File: src/rtl/ram_arbiter.sv
// ram_arbiter: two-master arbiter onto a byte-enable RAM via accept/access/respond pipeline; define MEM_ARB_RR_EN for round-robin instead of fixed M1 priority
module ram_arbiter #(
    parameter int ADDR_WIDTH = 10,
    parameter int MAX_BURST  = 4
) (
    input  logic                  clk,
    input  logic                  rst,
    input  logic                  m0_req,
    input  logic                  m0_we,
    input  logic [3:0]            m0_sel,
    input  logic [ADDR_WIDTH-1:0] m0_addr,
    input  logic [31:0]           m0_wdata,
    output logic                  m0_gnt,
    output logic                  m0_rvalid,
    output logic [31:0]           m0_rdata,
    input  logic                  m1_req,
    input  logic                  m1_we,
    input  logic [3:0]            m1_sel,
    input  logic [ADDR_WIDTH-1:0] m1_addr,
    input  logic [31:0]           m1_wdata,
    output logic                  m1_gnt,
    output logic                  m1_rvalid,
    output logic [31:0]           m1_rdata,
    input  logic                  m1_lock,
    output logic                  ram_w_en,
    output logic [3:0]            ram_sel,
    output logic [ADDR_WIDTH-1:0] ram_w_addr,
    output logic [ADDR_WIDTH-1:0] ram_r_addr,
    output logic [31:0]           ram_data_in,
    input  logic [31:0]           ram_data_out
);
    typedef enum logic {UNLOCKED, LOCKED} lock_t;
    lock_t state, state_nx;
    logic m0_wins, any_gnt;
    logic a_vld, a_id, a_we;
    logic [3:0] a_sel;
    logic [ADDR_WIDTH-1:0] a_addr;
    logic [31:0] a_wdata;
    logic r_vld, r_id;
    logic [31:0] r_rdata;

    assign any_gnt = m0_gnt | m1_gnt;

`ifdef MEM_ARB_RR_EN
    logic rr_ptr;
    // remember the last granted master so the other one wins the next tie
    always_ff @(posedge clk or posedge rst)
        if (rst) rr_ptr <= 1'b0;
        else if (any_gnt) rr_ptr <= m1_gnt;
    assign m0_wins = rr_ptr;
`else
    localparam int CW = $clog2(MAX_BURST + 1);
    logic [CW-1:0] burst_cnt;
    // count M1 grants that kept a requesting M0 waiting, saturating at the limit
    always_ff @(posedge clk or posedge rst)
        if (rst) burst_cnt <= '0;
        else if (m0_gnt || !m0_req) burst_cnt <= '0;
        else if (m1_gnt && burst_cnt != CW'(MAX_BURST)) burst_cnt <= burst_cnt + 1'b1;
    assign m0_wins = burst_cnt == CW'(MAX_BURST);
`endif

    // lock state register
    always_ff @(posedge clk or posedge rst)
        if (rst) state <= UNLOCKED;
        else state <= state_nx;

    // lock engages on a locked M1 grant and releases once m1_lock is seen low
    always_comb
        state_nx = (state == LOCKED) ? (m1_lock ? LOCKED : UNLOCKED) : ((m1_gnt && m1_lock) ? LOCKED : UNLOCKED);

    // grants: lock shuts M0 out, otherwise a contested cycle goes to M1 unless M0 is owed it
    always_comb begin
        m0_gnt = !rst && m0_req && state == UNLOCKED && (!m1_req || m0_wins);
        m1_gnt = !rst && m1_req && (state == LOCKED || !m0_req || !m0_wins);
    end

    // accept stage: winner's fields enter the access stage; address/data hold while idle
    always_ff @(posedge clk or posedge rst)
        if (rst) begin
            a_vld   <= 1'b0;
            a_id    <= 1'b0;
            a_we    <= 1'b0;
            a_sel   <= '0;
            a_addr  <= '0;
            a_wdata <= '0;
        end else begin
            a_vld <= any_gnt;
            if (any_gnt) begin
                a_id    <= m1_gnt;
                a_we    <= m1_gnt ? m1_we : m0_we;
                a_sel   <= m1_gnt ? m1_sel : m0_sel;
                a_addr  <= m1_gnt ? m1_addr : m0_addr;
                a_wdata <= m1_gnt ? m1_wdata : m0_wdata;
            end
        end

    // respond stage: capture read data from the RAM, writes answer with zero
    always_ff @(posedge clk or posedge rst)
        if (rst) begin
            r_vld   <= 1'b0;
            r_id    <= 1'b0;
            r_rdata <= '0;
        end else begin
            r_vld <= a_vld;
            if (a_vld) begin
                r_id    <= a_id;
                r_rdata <= a_we ? 32'h0 : ram_data_out;
            end
        end

    assign ram_w_en    = a_vld & a_we;
    assign ram_sel     = a_vld ? a_sel : 4'h0;
    assign ram_w_addr  = a_addr;
    assign ram_r_addr  = a_addr;
    assign ram_data_in = a_wdata;
    assign m0_rvalid   = r_vld & ~r_id;
    assign m1_rvalid   = r_vld & r_id;
    assign m0_rdata    = m0_rvalid ? r_rdata : 32'h0;
    assign m1_rdata    = m1_rvalid ? r_rdata : 32'h0;
endmodule

File: config.mk
export PLATFORM = sky130hd
export DESIGN_NAME = ram_arbiter
export DESIGN_NICKNAME = d
export VERILOG_FILES = /design/src/rtl/ram_arbiter.sv
export SDC_FILE = /design/constraint.sdc
export NUM_CORES = 1
export LEC_CHECK = 0
export BUFFER_PORTS_ARGS = -buffer_cell sky130_fd_sc_hd__buf_2
export CORE_AREA = 3 3 130 101
export CTS_CLUSTER_SIZE = 40
export DETAILED_ROUTE_END_ITERATION = 7
export DIE_AREA = 0 0 133 104
export GPL_TIMING_DRIVEN = 1
export PLACE_DENSITY = 0.77
export SYNTH_ARGS = -nofsm -noshare
export SYNTH_HDL_FRONTEND = slang
export SYNTH_SLANG_ARGS = --single-unit
File: constraint.sdc
create_clock -name clk -period 3.3 [get_ports clk]
set_input_delay 0.165 -clock clk [delete_from_list [all_inputs] [get_ports clk]]
set_output_delay 0.165 -clock clk [all_outputs]
set_load 0.01 [all_outputs]
### Word level (Yosys, flattened, before mapping)

Index checks and enable logic that the tools add are counted.
Widths: inputs -> output; s select.

| word-level totals | value |
|---|---|
| input bits | 131 |
| ROM bits | 0 |
| memories kept | 0 |
| output and inout port bits | 125 |
| latch bits | 0 |
| bits in writable memories | 0 |
| flip-flop bits (word level) | 87 |

| cells by class | value |
|---|---|
| reductions and logical operators | 16 |
| multiplexer cells | 13 |
| bitwise operators | 6 |
| multiply operators | 0 |
| equality and inequality tests | 2 |
| $lt $le $gt $ge | 0 |
| div/mod/pow operators | 0 |
| $add $sub $neg | 1 |
| shift operators | 0 |

Operators with widths:

| cell | count |
|---|---|
| $mux 32 | 4 |
| $mux 10 | 1 |
| $mux 4 | 2 |
| $logic_and 1x1->1 | 7 |
| $mux 3 | 2 |
| $logic_not 1->1 | 4 |
| $logic_or 1x1->1 | 4 |
| $mux 1 | 4 |
| $add 3x1->3 const B | 1 |
| $and 1x1->1 | 3 |
| $eq 3x3->1 const B | 1 |
| $ne 3x3->1 const B | 1 |
| $not 1->1 | 2 |
| $reduce_bool 2->1 | 1 |
| $or 1x1->1 | 1 |

### Depth between registers and ports, before layout

Gate-level depths: netlist of run 1.

| logic depth | value |
|---|---|
| depth after elaboration | 7 |
| depth in mapped cells | 7 |
| depth with buffers taken out | 5 |

### Worst setup path after synthesis of run 1

OpenSTA, ideal clock, no wires.

| path | value |
|---|---|
| path type | register -> register |
| start point | register burst_cnt[0] |
| end point | register a_wdata[1] (netlist: ram_data_in[1]) |
| path slack | 1.831 ns |
| library setup time | 0.127 ns |
| required time | 3.173 ns |
| cell stages (with the launch flop) | 8 |
| buffers on the path | 2 |
| data arrival time | 1.342 ns |
| cell sequence | dfrtp_1 inv_1 ha_1 nand4b_1 buf_4 buf_6 a221oi_2 a2bb2oi_2 |

| between the ends | value |
|---|---|
| word-level cells in the longest chain between the ends | 5 |
| elaborated cells on any way between the ends | 8 |

Ends and longest elaborated chain:

| what | line | RTL |
|---|---|---|
| start, declared | 53 | `logic [CW-1:0] burst_cnt;` |
| start signal, assigned | 58 | `else if (m1_gnt && burst_cnt != CW'(MAX_BURST)) burst_cnt <= burst_cnt + 1'b1;` |
| $eq 3x3->1 * | 59 | `assign m0_wins = burst_cnt == CW'(MAX_BURST);` |
| $logic_not 1->1 | 74 | `m1_gnt = !rst && m1_req && (state == LOCKED \|\| !m0_req \|\| !m0_wins);` |
| $logic_or 1x1->1 | 74 |  |
| $logic_and 1x1->1 | 74 |  |
| $mux 32 or $or 1x1->1 (tied branches) | 93, 42 |  |
| end signal, assigned | 93 | `a_wdata <= m1_gnt ? m1_wdata : m0_wdata;` |
| end, declared | 38 | `logic [31:0] a_wdata;` |

Every way passes the cells marked *; elsewhere a longest branch is shown, timed or not.
A chain may end at the register's enable or synchronous reset.

### Worst setup path in the final report of run 1

| path | value |
|---|---|
| start point | register burst_cnt[0] |
| end point | output m1_gnt |

| between the ends | value |
|---|---|
| word-level cells in the longest chain between the ends | 4 |

Ends and longest elaborated chain:

| what | line | RTL |
|---|---|---|
| $eq 3x3->1 | 59 |  |
| $logic_not 1->1 | 74 |  |
| $logic_or 1x1->1 | 74 |  |
| $logic_and 1x1->1 | 74 |  |
| end, declared | 21 | `output logic m1_gnt,` |

No other way between the ends.

==> impl_metrics.toml, run 1 <==
[status]
status = "finished clean"

[sta]
hold_viol = 0
period_needed_ns = 2.252
setup_violations = 0
rsz0062_at_grt = "no"
tightest_slew_ns = 0.8851
slew_violations = 0
clock_skew_ns = 0.005288
max_freq_mhz = 444.1
whs_ns = 0.04049
slew_headroom_pct = 40.99
tns_ns = 0
finalCritPeriodShare_pct = 68.23

[route]
ant_nets = 0
vias_per_cell = 5.519
wire_per_inst_microns = 17.72
drt_wl_total_microns = 16320
first_pass_iters = 4
drc = 0
via_count = 5083
first_iter_violations = 367

[synth]
syn_nets = 679
synth_cells = 546
synth_seq_cells = 87
syn_area_per_cell_sq_um = 9.758
synth_area_sq_um = 5328
synth.distinct_cells = 36
yosysWarnings = 0
ys_seq_area_share_pct = 40.86

[floorplan]
die_area_sq_um = 13830
die_h_microns = 104
rows = 35
num_io_pins = 256
core-area_sq_um = 12040
die_w_microns = 133
initial_core_util_pct = 44.24

[clock_tree]
cts-buffers-inserted = 9
clock_path_buffers = 2
cts_resized = 0
cts_tree = "built"
root_buffer = "clkbuf_16"
path_clk_slew_ns = 0.06
cts_hold_buffers = 0
htree_levels = 3
post_cts_buffers = 0
insertion_delay_ns = 0.33
cts.sinks = 87

[pwr]
power_density_nw_per_um2 = 441.2
leakagePower_nw = 3.582
p_total_mw = 3.004
ir_worst_vdd_mv = 0.2533

[cells_and_area]
area_growth_pct = 27.81
num_antenna_cells = 0
post-route-util_pct = 56.54
fillerInstances = 1087
stdcell_area_sq_um = 6809
nNetsFinal = 884
drive_above_1_share_pct = 42.38

[worst_setup_path]
ff2ff_setup_slack_ns = 1.06
critPathArrivalTime_ns = 2.09
crit_type = "flop to output pin"
critPathLaunchType = "flop"
cp-startpoint = "burst_cnt[0]$_DFFE_PP0P_"
required_ns = 3.13
r2r-end = "ram_data_in[23]$_DFFE_PP0P_"
r2r_cells = 6
reg2reg_from = "burst_cnt[0]$_DFFE_PP0P_"
crit_fanout = 37
critPathCaptureType = "output pin"

[worst_hold_path]
hp-class = "input port to flop"
min_from = "ram_data_out[24]"
min_to = "r_rdata[24]$_DFFE_PP0P_"
whs_path_depth = 3

[grt]
busiest_layer = "met2"
grt_use_met3_pct = 5.368
gr-usage-all-layers_pct = 23.03
grt_max_degree = 54
met2_usage_pct = 37.72
grt_use_met1_pct = 30.97
grt_pass1_vias = 5061
grt_pass1_wl_microns = 26250
grt.overflow.total = 0
antenna_found_initial = 1

[placement]
hpwl_microns = 11310
finalWeightedCongestion = 0.8566
place_area_sq_um = 6544
io_buffers = 255

[run]
drv_cap = 0
## layout by cell type, fill, tap and decap left out, drive strengths merged, types with 2 or more instances in the layout
master	count
ha	2
clkbuf	11
nand2	32
or3	2
o21ai	80
nor2b	2
clkinv	4
and3b	47
and2	39
a21oi	4
inv	37
o31ai	2
o22ai	2
dfrtp	87
a221oi	47
and3	32
buf	267
nand2b	2
a2bb2oi	47
## power by group
part           leakage, nW  internal (mW)  switching, mW  total [mW]
sequential            1.05           1.21          0.129        1.34
clock                0.131          0.523          0.399       0.922
combinational         2.40          0.355          0.385       0.740
## cell usage after synthesis, drive strengths merged
master   instances  area share (%)
a221oi          47              11
and4b            1            0.19
o21a             1            0.14
or3b             1            0.16
and2            39             4.6
nand4b           1            0.16
o21ai           80             7.5
clkbuf          29             2.2
dfrtp           87              41
a21boi           1            0.14
inv             38             2.7
o22ai            2            0.23
ha               2            0.47
and3            32             3.8
nand2           32             2.3
nor3             1           0.094
and3b           47             7.7
mux2             1            0.21
buf             44             5.8
nor2             1           0.070
o31ai            2            0.28
nand2b           2            0.38
nor2b            2            0.23
or3              2            0.23
a2bb2oi         47             8.0
a21oi            4            0.45
## worst max-delay path by stage
stage / cells past startpoint / endpoint
6_report: 6 / m1_gnt
5_1_grt: 6 / ram_data_in[23]$_DFFE_PP0P_
4_1_cts: 6 / m1_gnt
3_5_place_dp: 6 / ram_data_in[23]$_DFFE_PP0P_
3_3_place_gp: 6 / ram_data_in[20]$_DFFE_PP0P_
2_1_floorplan: 4 / a_id$_DFFE_PP0P_
## per-layer routing
layer,share of wire (%),vias up
met3,6.9,20
met5,0.098,-
li1,-,2375
met2,48,215
met4,1.3,2
met1,43,2471
## cell families after synthesis
family                   Yosys count  synth area share, %
adder cells (fa/ha/maj)            2               0.4696
flip-flops                        87                40.86
AO/OA/AOI/OAI                    184                27.97
buffers and inverters            111                10.64
multiplexers                       1               0.2114
AND/OR/NAND/NOR                  161                19.84
## sequential cells by signal, summed over array words and instances (netlist names)
| signal | cells |
|---|---|
| ram_data_in | 32 |
| r_id | 1 |
| ram_r_addr | 10 |
| r_vld | 1 |
| r_rdata | 32 |
| a_vld | 1 |
| state | 1 |
| a_we | 1 |
| a_id | 1 |
| a_sel | 4 |
| burst_cnt | 3 |
## through the flow
stage / setup WS, ns / instances
6_report: 1.048 / 921
5_1_grt: 0.8427 / 921
4_1_cts: 1.017 / 921
3_5_place_dp: 1.069 / 906
3_3_place_gp: 1.267 / 906
2_1_floorplan: 0.4091 / 546
## worst max-delay path, stage by stage (launching register included)
cell and delay [ns]:
dfrtp_1 0.40, inv_1 0.06, ha_1 0.22, and4b_1 0.58, buf_12 0.26, nor2_1 0.08, buf_2 0.15
## area by class of cell
class	count	area (sq um)	share of cell area (%)
inverter	38	143.9	2.113
clock buffer	11	242.7	3.565
multi-input combinational	348	2596	38.13
clock inverter	4	22.52	0.3308
timing repair buffer	267	1419	20.84
tap	166	207.7	3.050
sequential	87	2177	31.97
No activity file was read; power rests on OpenSTA's default activity.
==> inputs of run 2 (changes only) <==
==> config.mk (replaced) <==
export PLATFORM = sky130hd
export DESIGN_NAME = ram_arbiter
export DESIGN_NICKNAME = d
export VERILOG_FILES = /design/src/rtl/ram_arbiter.sv
export SDC_FILE = /design/constraint.sdc
export NUM_CORES = 1
export LEC_CHECK = 0
export ABC_AREA = 1
export BUFFER_PORTS_ARGS = -buffer_cell sky130_fd_sc_hd__buf_2
export CORE_AREA = 3 3 125 97
export CTS_CLUSTER_SIZE = 40
export DETAILED_ROUTE_END_ITERATION = 7
export DIE_AREA = 0 0 128 100
export GPL_TIMING_DRIVEN = 1
export PLACE_DENSITY = 0.78
export SYNTH_ARGS = -nofsm -noshare
export SYNTH_HDL_FRONTEND = slang
export SYNTH_SLANG_ARGS = --single-unit
==> constraint.sdc (replaced) <==
create_clock -name clk -period 2.1 [get_ports clk]
set_input_delay 0.105 -clock clk [delete_from_list [all_inputs] [get_ports clk]]
set_output_delay 0.105 -clock clk [all_outputs]
set_load 0.01 [all_outputs]
==> run 2 against run 1 <==
Against the previous run:
- first-iteration DRC count decreased by 22%
- global-route usage is 0.83 points lower
- combinational power increased by 78%
- setup slack got worse by 0.88 ns
- wire length fell by 12%
- non-clock buffer count grew 11
- sequential share of layout area rose by 1.4 points
- area after synthesis down 8.7%
- clock power increased by 68%
- largest cell class is now flip-flops and latches
- clock skew rose by 0.00074 ns
- via count grew 2.8%
==> impl_metrics.toml, run 2 <==
[status]
status = "finished clean"

[synth]
syn_nets = 826
synthTopCellsByCount = "nand3_1, inv_1, nand2_1"
synthTopCellsByArea = "dfrtp_1, nand3_1, inv_1"
synth_seq_cells = 87
synth_flop_cell = "dfrtp_1"
syn_area_per_cell_sq_um = 7.018
synth_area_sq_um = 4863
ys_seq_area_share_pct = 44.76
synth.distinct_cells = 16
synth_top_area_cell = "dfrtp_1"
synthArstFlopShare_pct = 100.0
yosysWarnings = 0
yosys.area.top_type_share_pct = 44.76
synth.most_common_cell = "nand3_1"
synth_edf_count = 0
synth_cells = 693

[placement]
dpl_worst_slack_ns = 0.4583
dp_cells = 1043
place_area_sq_um = 6123
io_buffers = 255
hpwl_microns = 10130
finalWeightedCongestion = 0.8079

[grt]
grt_max_degree = 55
gr-usage-all-layers_pct = 22.20
grt.overflow.total = 0
antenna_found_initial = 0
grt_pass1_vias = 4822
grt_pass1_wl_microns = 23190

[clock_tree]
cts.sinks = 87
root_buffer = "clkbuf_16"
cts-buffers-inserted = 9
htree_levels = 3
insertion_delay_ns = 0.33
clock_path_buffers = 2
cts_tree = "built"
cts_hold_buffers = 11
cts_resized = 0
post_cts_buffers = 0
path_clk_slew_ns = 0.07

[worst_hold_path]
whs_path_depth = 3
hp-class = "input port to flop"

[sta]
whs_ns = 0.01198
worst_slack_ns = 0.1644
clock_skew_ns = 0.006028
tns_ns = 0
max_freq_mhz = 516.6
period_needed_ns = 1.936
finalCritPeriodShare_pct = 92.17
tightest_slew_ns = 0.8249
slew_violations = 0
setup_violations = 0
hold_viol = 0
rsz0062_at_grt = "no"
slew_headroom_pct = 44.93

[route]
ant_nets = 0
wire_per_inst_microns = 13.43
vias_per_cell = 4.881
drc = 0
first_pass_iters = 5
via_count = 5223
drt_wl_total_microns = 14370
first_iter_violations = 287

[cells_and_area]
fillerInstances = 1059
stdcell_area_sq_um = 6524
fin_cells = 1070
layout_commonest_cell = "buf_2"
area_growth_pct = 34.14
nNetsFinal = 1058
mostFrequentLayoutCells = "buf_2, nand3_1, inv_1"
post-route-util_pct = 59.85
drive_above_1_share_pct = 31.40
num_antenna_cells = 0

[worst_setup_path]
critPathCaptureType = "output pin"
worst-path-stages = 7
critPathLaunchType = "input port"
cp_cell_sequence = "dlygate4sd3_1 > buf_2 > nor2_4 > nand2_2 > buf_12 > nand2_1 > buf_2"
required_ns = 2.00
critical_path_buf_inv_count = 4
crit_slowest_cell = "dlygate4sd3_1"
crit_type = "input port to output pin"
critPathArrivalTime_ns = 1.83
r2r_cells = 9
cp_top_family = "buffers and inverters"
crit_fanout = 45
cpPeakStageDelay_ns = 0.53
crit_top_cell = "buf_2"

[floorplan]
die_w_microns = 128
num_io_pins = 256
rows = 33
die_h_microns = 100
die_area_sq_um = 12800
core-area_sq_um = 10900
initial_core_util_pct = 44.62

[pwr]
leakagePower_nw = 3.996
power_density_nw_per_um2 = 759.9
ir_worst_vdd_mv = 0.4847
p_total_mw = 4.957

[run]
drv_cap = 0
==> run 2: cell types whose count changed after synthesis, moves of 39 or more <==
| cell | change |
|---|---|
| nand2_1 | +84 |
| and3b_1 | -47 |
| inv_1 | +105 |
| a2bb2oi_1 | -45 |
| and2_1 | -39 |
| nor2_1 | +69 |
| nand3_1 | +175 |
==> run 2: kinds of logic after synthesis <==
family,share of synthesized area [%]
XOR/XNOR,0.1801
AO/OA/AOI/OAI,3.602
adder cells (fa/ha/maj),0.5145
buffers and inverters,17.96
flip-flops,44.76
AND/OR/NAND/NOR,32.98
==> run 2: report_power, final <==
| group | internal, mW | switching, mW |
|---|---|---|
| Sequential | 1.94 | 0.146 |
| Combinational | 0.517 | 0.801 |
| Clock | 0.831 | 0.718 |
==> run 2: layout make-up <==
cell class                 count  area [sq um]  share of cell area [%]
clock inverter                 7         65.06                  0.9973
clock buffer                   9         225.2                   3.452
tap                          140         175.2                   2.685
multi-input combinational    403          1815                   27.83
sequential                    87          2178                   33.39
inverter                     146         550.5                   8.439
timing repair buffer         278          1514                   23.21
==> run 2: final timing paths <==
kind / start / slack (ns) / end
max: rst / 0.16 / m1_gnt
min: ram_data_out[7] / 0.01 / r_rdata[7]$_DFFE_PP0P_
max reg2reg: burst_cnt[0]$_DFFE_PP0P_ / 0.44 / ram_r_addr[7]$_DFFE_PP0P_
min reg2reg: ram_data_in[14]$_DFFE_PP0P_ / 0.48 / ram_data_in[14]$_DFFE_PP0P_
max in group asynchronous: rst / 1.00 / a_vld$_DFF_PP0_
min in group asynchronous: rst / 0.21 / ram_data_in[20]$_DFFE_PP0P_
==> run 2: tightest hold or removal path, delay by kind of cell <==
family	cells	cell delay [ns]
buffers and inverters	1	0.08
AND/OR/NAND/NOR	1	0.06
AO/OA/AOI/OAI	1	0.06
==> run 2: metal layers <==
layer | GRT usage (%) | part of all wire (%) | vias to the layer above
li1 | - | - | 2565
met3 | 3.936 | 6.7 | 16
met1 | 30.14 | 44 | 2426
met4 | 6.117 | 1.1 | 0
met5 | 0 | 0 | -
met2 | 36.85 | 48 | 216
==> inputs of run 3 (changes only) <==
--- a/config.mk
+++ b/config.mk
@@ -7,11 +7,12 @@
 export LEC_CHECK = 0
 export ABC_AREA = 1
 export BUFFER_PORTS_ARGS = -buffer_cell sky130_fd_sc_hd__buf_2
-export CORE_AREA = 3 3 125 97
+export CORE_AREA = 5 5 127 99
 export CTS_CLUSTER_SIZE = 40
 export DETAILED_ROUTE_END_ITERATION = 7
-export DIE_AREA = 0 0 128 100
+export DIE_AREA = 0 0 132 104
 export GPL_TIMING_DRIVEN = 1
+export HOLD_SLACK_MARGIN = 0.15
 export PLACE_DENSITY = 0.78
 export SYNTH_ARGS = -nofsm -noshare
 export SYNTH_HDL_FRONTEND = slang
==> run 3 against run 2 <==
Against the previous run:
- combinational power grew 17%
- total power grew 8.8%
- non-clock buffer count up 123
- die area up 7.2%
- wire length increased by 24%
==> impl_metrics.toml, run 3 (same netlist as run 2, synthesis figures left out) <==
[sta]
slew_headroom_pct = 42.56
hold_viol = 0
rsz0062_at_grt = "no"
period_needed_ns = 2.030
tns_ns = 0
finalCritPeriodShare_pct = 96.67
slew_violations = 0
max_freq_mhz = 492.6
tightest_slew_ns = 0.8603
clock_skew_ns = 0.004641
worst_slack_ns = 0.06987
setup_violations = 0

[cells_and_area]
post-route-util_pct = 68.93
drive_above_1_share_pct = 28.21
mostFrequentLayoutCells = "buf_2, nand3_1, inv_1"
fin_cells = 1197
fillerInstances = 896
layout_commonest_cell = "buf_2"
num_antenna_cells = 0
stdcell_area_sq_um = 7771
nNetsFinal = 1181
area_growth_pct = 59.79

[worst_setup_path]
r2r_cells = 9
critPathArrivalTime_ns = 2.30
critical_path_buf_inv_count = 4
crit_fanout = 19
worst-path-stages = 9
critPathLaunchType = "input port"
required_ns = 2.37
crit_type = "input port to flop"
cpPeakStageDelay_ns = 0.58
critPathCaptureType = "flop"
cp_top_family = "buffers and inverters"
reg2reg_from = "burst_cnt[0]$_DFFE_PP0P_"
cp-startpoint = "rst"
crit_slowest_cell = "dlygate4sd3_1"
cp_cell_sequence = "dlygate4sd3_1 > buf_2 > nor2_4 > nand2_2 > buf_4 > nand3_1 > nand3_1 > dlygate4sd3_1 > nand2_1"

[placement]
dpl_worst_slack_ns = 0.4586
finalWeightedCongestion = 0.8107
hpwl_microns = 10680
place_area_sq_um = 6118
dp_cells = 1049
io_buffers = 255

[worst_hold_path]
min_from = "m1_req"
whs_path_depth = 7
hp-class = "input port to flop"

[grt]
grt_max_degree = 49
grt_pass1_wl_microns = 29740
grt.overflow.total = 0
gr-usage-all-layers_pct = 25.95
grt_pass1_vias = 5978
antenna_found_initial = 0

[clock_tree]
cts.sinks = 87
cts_tree = "built"
cts-buffers-inserted = 9
insertion_delay_ns = 0.33
path_clk_slew_ns = 0.06
clock_path_buffers = 2
root_buffer = "clkbuf_16"
htree_levels = 3

[pwr]
leakagePower_nw = 4.520
swShare_pct = 31.59
power_density_nw_per_um2 = 693.8
p_int_mw = 3.688
power.switching_mw = 1.703
ir_worst_vdd_mv = 0.3849
power.share.sequential_pct = 38.8
power_frac_clock_pct = 32.7
power_frac_comb_pct = 28.5

[floorplan]
die_area_sq_um = 13730
rows = 34
initial_core_util_pct = 43.14
core-area_sq_um = 11270
die_h_microns = 104
die_w_microns = 132
num_io_pins = 256

[route]
drt_wl_total_microns = 17890
via_count = 5927
ant_nets = 0
drc = 0
first_iter_violations = 389
first_pass_iters = 4
wire_per_inst_microns = 14.95
vias_per_cell = 4.952

[run]
drv_cap = 0

[status]
status = "finished clean"
-- run 3: changes by cell type in the layout (fill, tap and decap cells not counted) --
cell           delta
inv_8             -3
buf_4             +5
bufinv_16         +2
clkinvlp_4        -1
clkbuf_8          +1
dlygate4sd3_1   +118
buf_6             +2
buf_12            -2
clkinv_4          +1
-- run 3: tightest hold or removal path: stages --
cell	delay, ns
buf_2	0.12
nand2_1	0.10
nor2_1	0.08
nand2_1	0.06
nand2_1	0.04
inv_1	0.04
nor2_1	0.03
-- run 3: per-stage QoR --
stage / power [mW] / hold WS, ns
2_1_floorplan: 2.910 / 0.2319
3_3_place_gp: 3.399 / 0.3393
3_5_place_dp: 3.430 / 0.3475
4_1_cts: 5.391 / 0.2604
5_1_grt: 5.694 / 0.3007
6_report: 5.391 / 0.2693
-- run 3: power groups by stage --
| stage | clock network (mW) | logic [mW] | registers, mW |
|---|---|---|---|
| after floorplan | 0 | 0.759 | 2.15 |
| after global placement | 0 | 1.29 | 2.10 |
| after detailed placement | 0 | 1.32 | 2.11 |
| after CTS | 1.79 | 1.51 | 2.09 |
| after global routing | 1.87 | 1.70 | 2.12 |
| final | 1.76 | 1.54 | 2.09 |
-- run 3: per-layer routing --
metal	vias up	global-route usage [%]	part of all wire, %
met5	-	0	0
met4	0	12.92	5.3
met3	87	5.513	6.5
met2	330	44.34	49
met1	2701	30.87	39
li1	2809	-	-
-- run 3: timing repair --
action                                  in CTS  in global routing
setup buffers                                0                  3
endpoints found under the setup margin       0                  3
hold endpoints to repair                   169                  0
gates resized for setup                      0                  2
hold buffers                               129                  0
-- run 3: area by class of cell --
class	count	area, sq um	share of cell area [%]
repair buffers	401	2715	34.94
flip-flops and latches	87	2178	28.03
multi-input cells	403	1815	23.36
inverters	146	550.5	7.084
clock buffers	10	239.0	3.075
well taps	144	180.2	2.318
clock inverters	6	92.59	1.191
-- run 3: final timing paths --
path / end / slack, ns
worst max-delay path: a_sel[1]$_DFFE_PP0P_ / 0.07
worst min-delay path: burst_cnt[1]$_DFFE_PP0P_ / 0.27
worst max register to register: a_sel[1]$_DFFE_PP0P_ / 0.15
worst min register to register: ram_data_in[26]$_DFFE_PP0P_ / 0.48
max in group asynchronous: ram_data_in[12]$_DFFE_PP0P_ / 1.13
min in group asynchronous: burst_cnt[2]$_DFFE_PP0P_ / 0.54
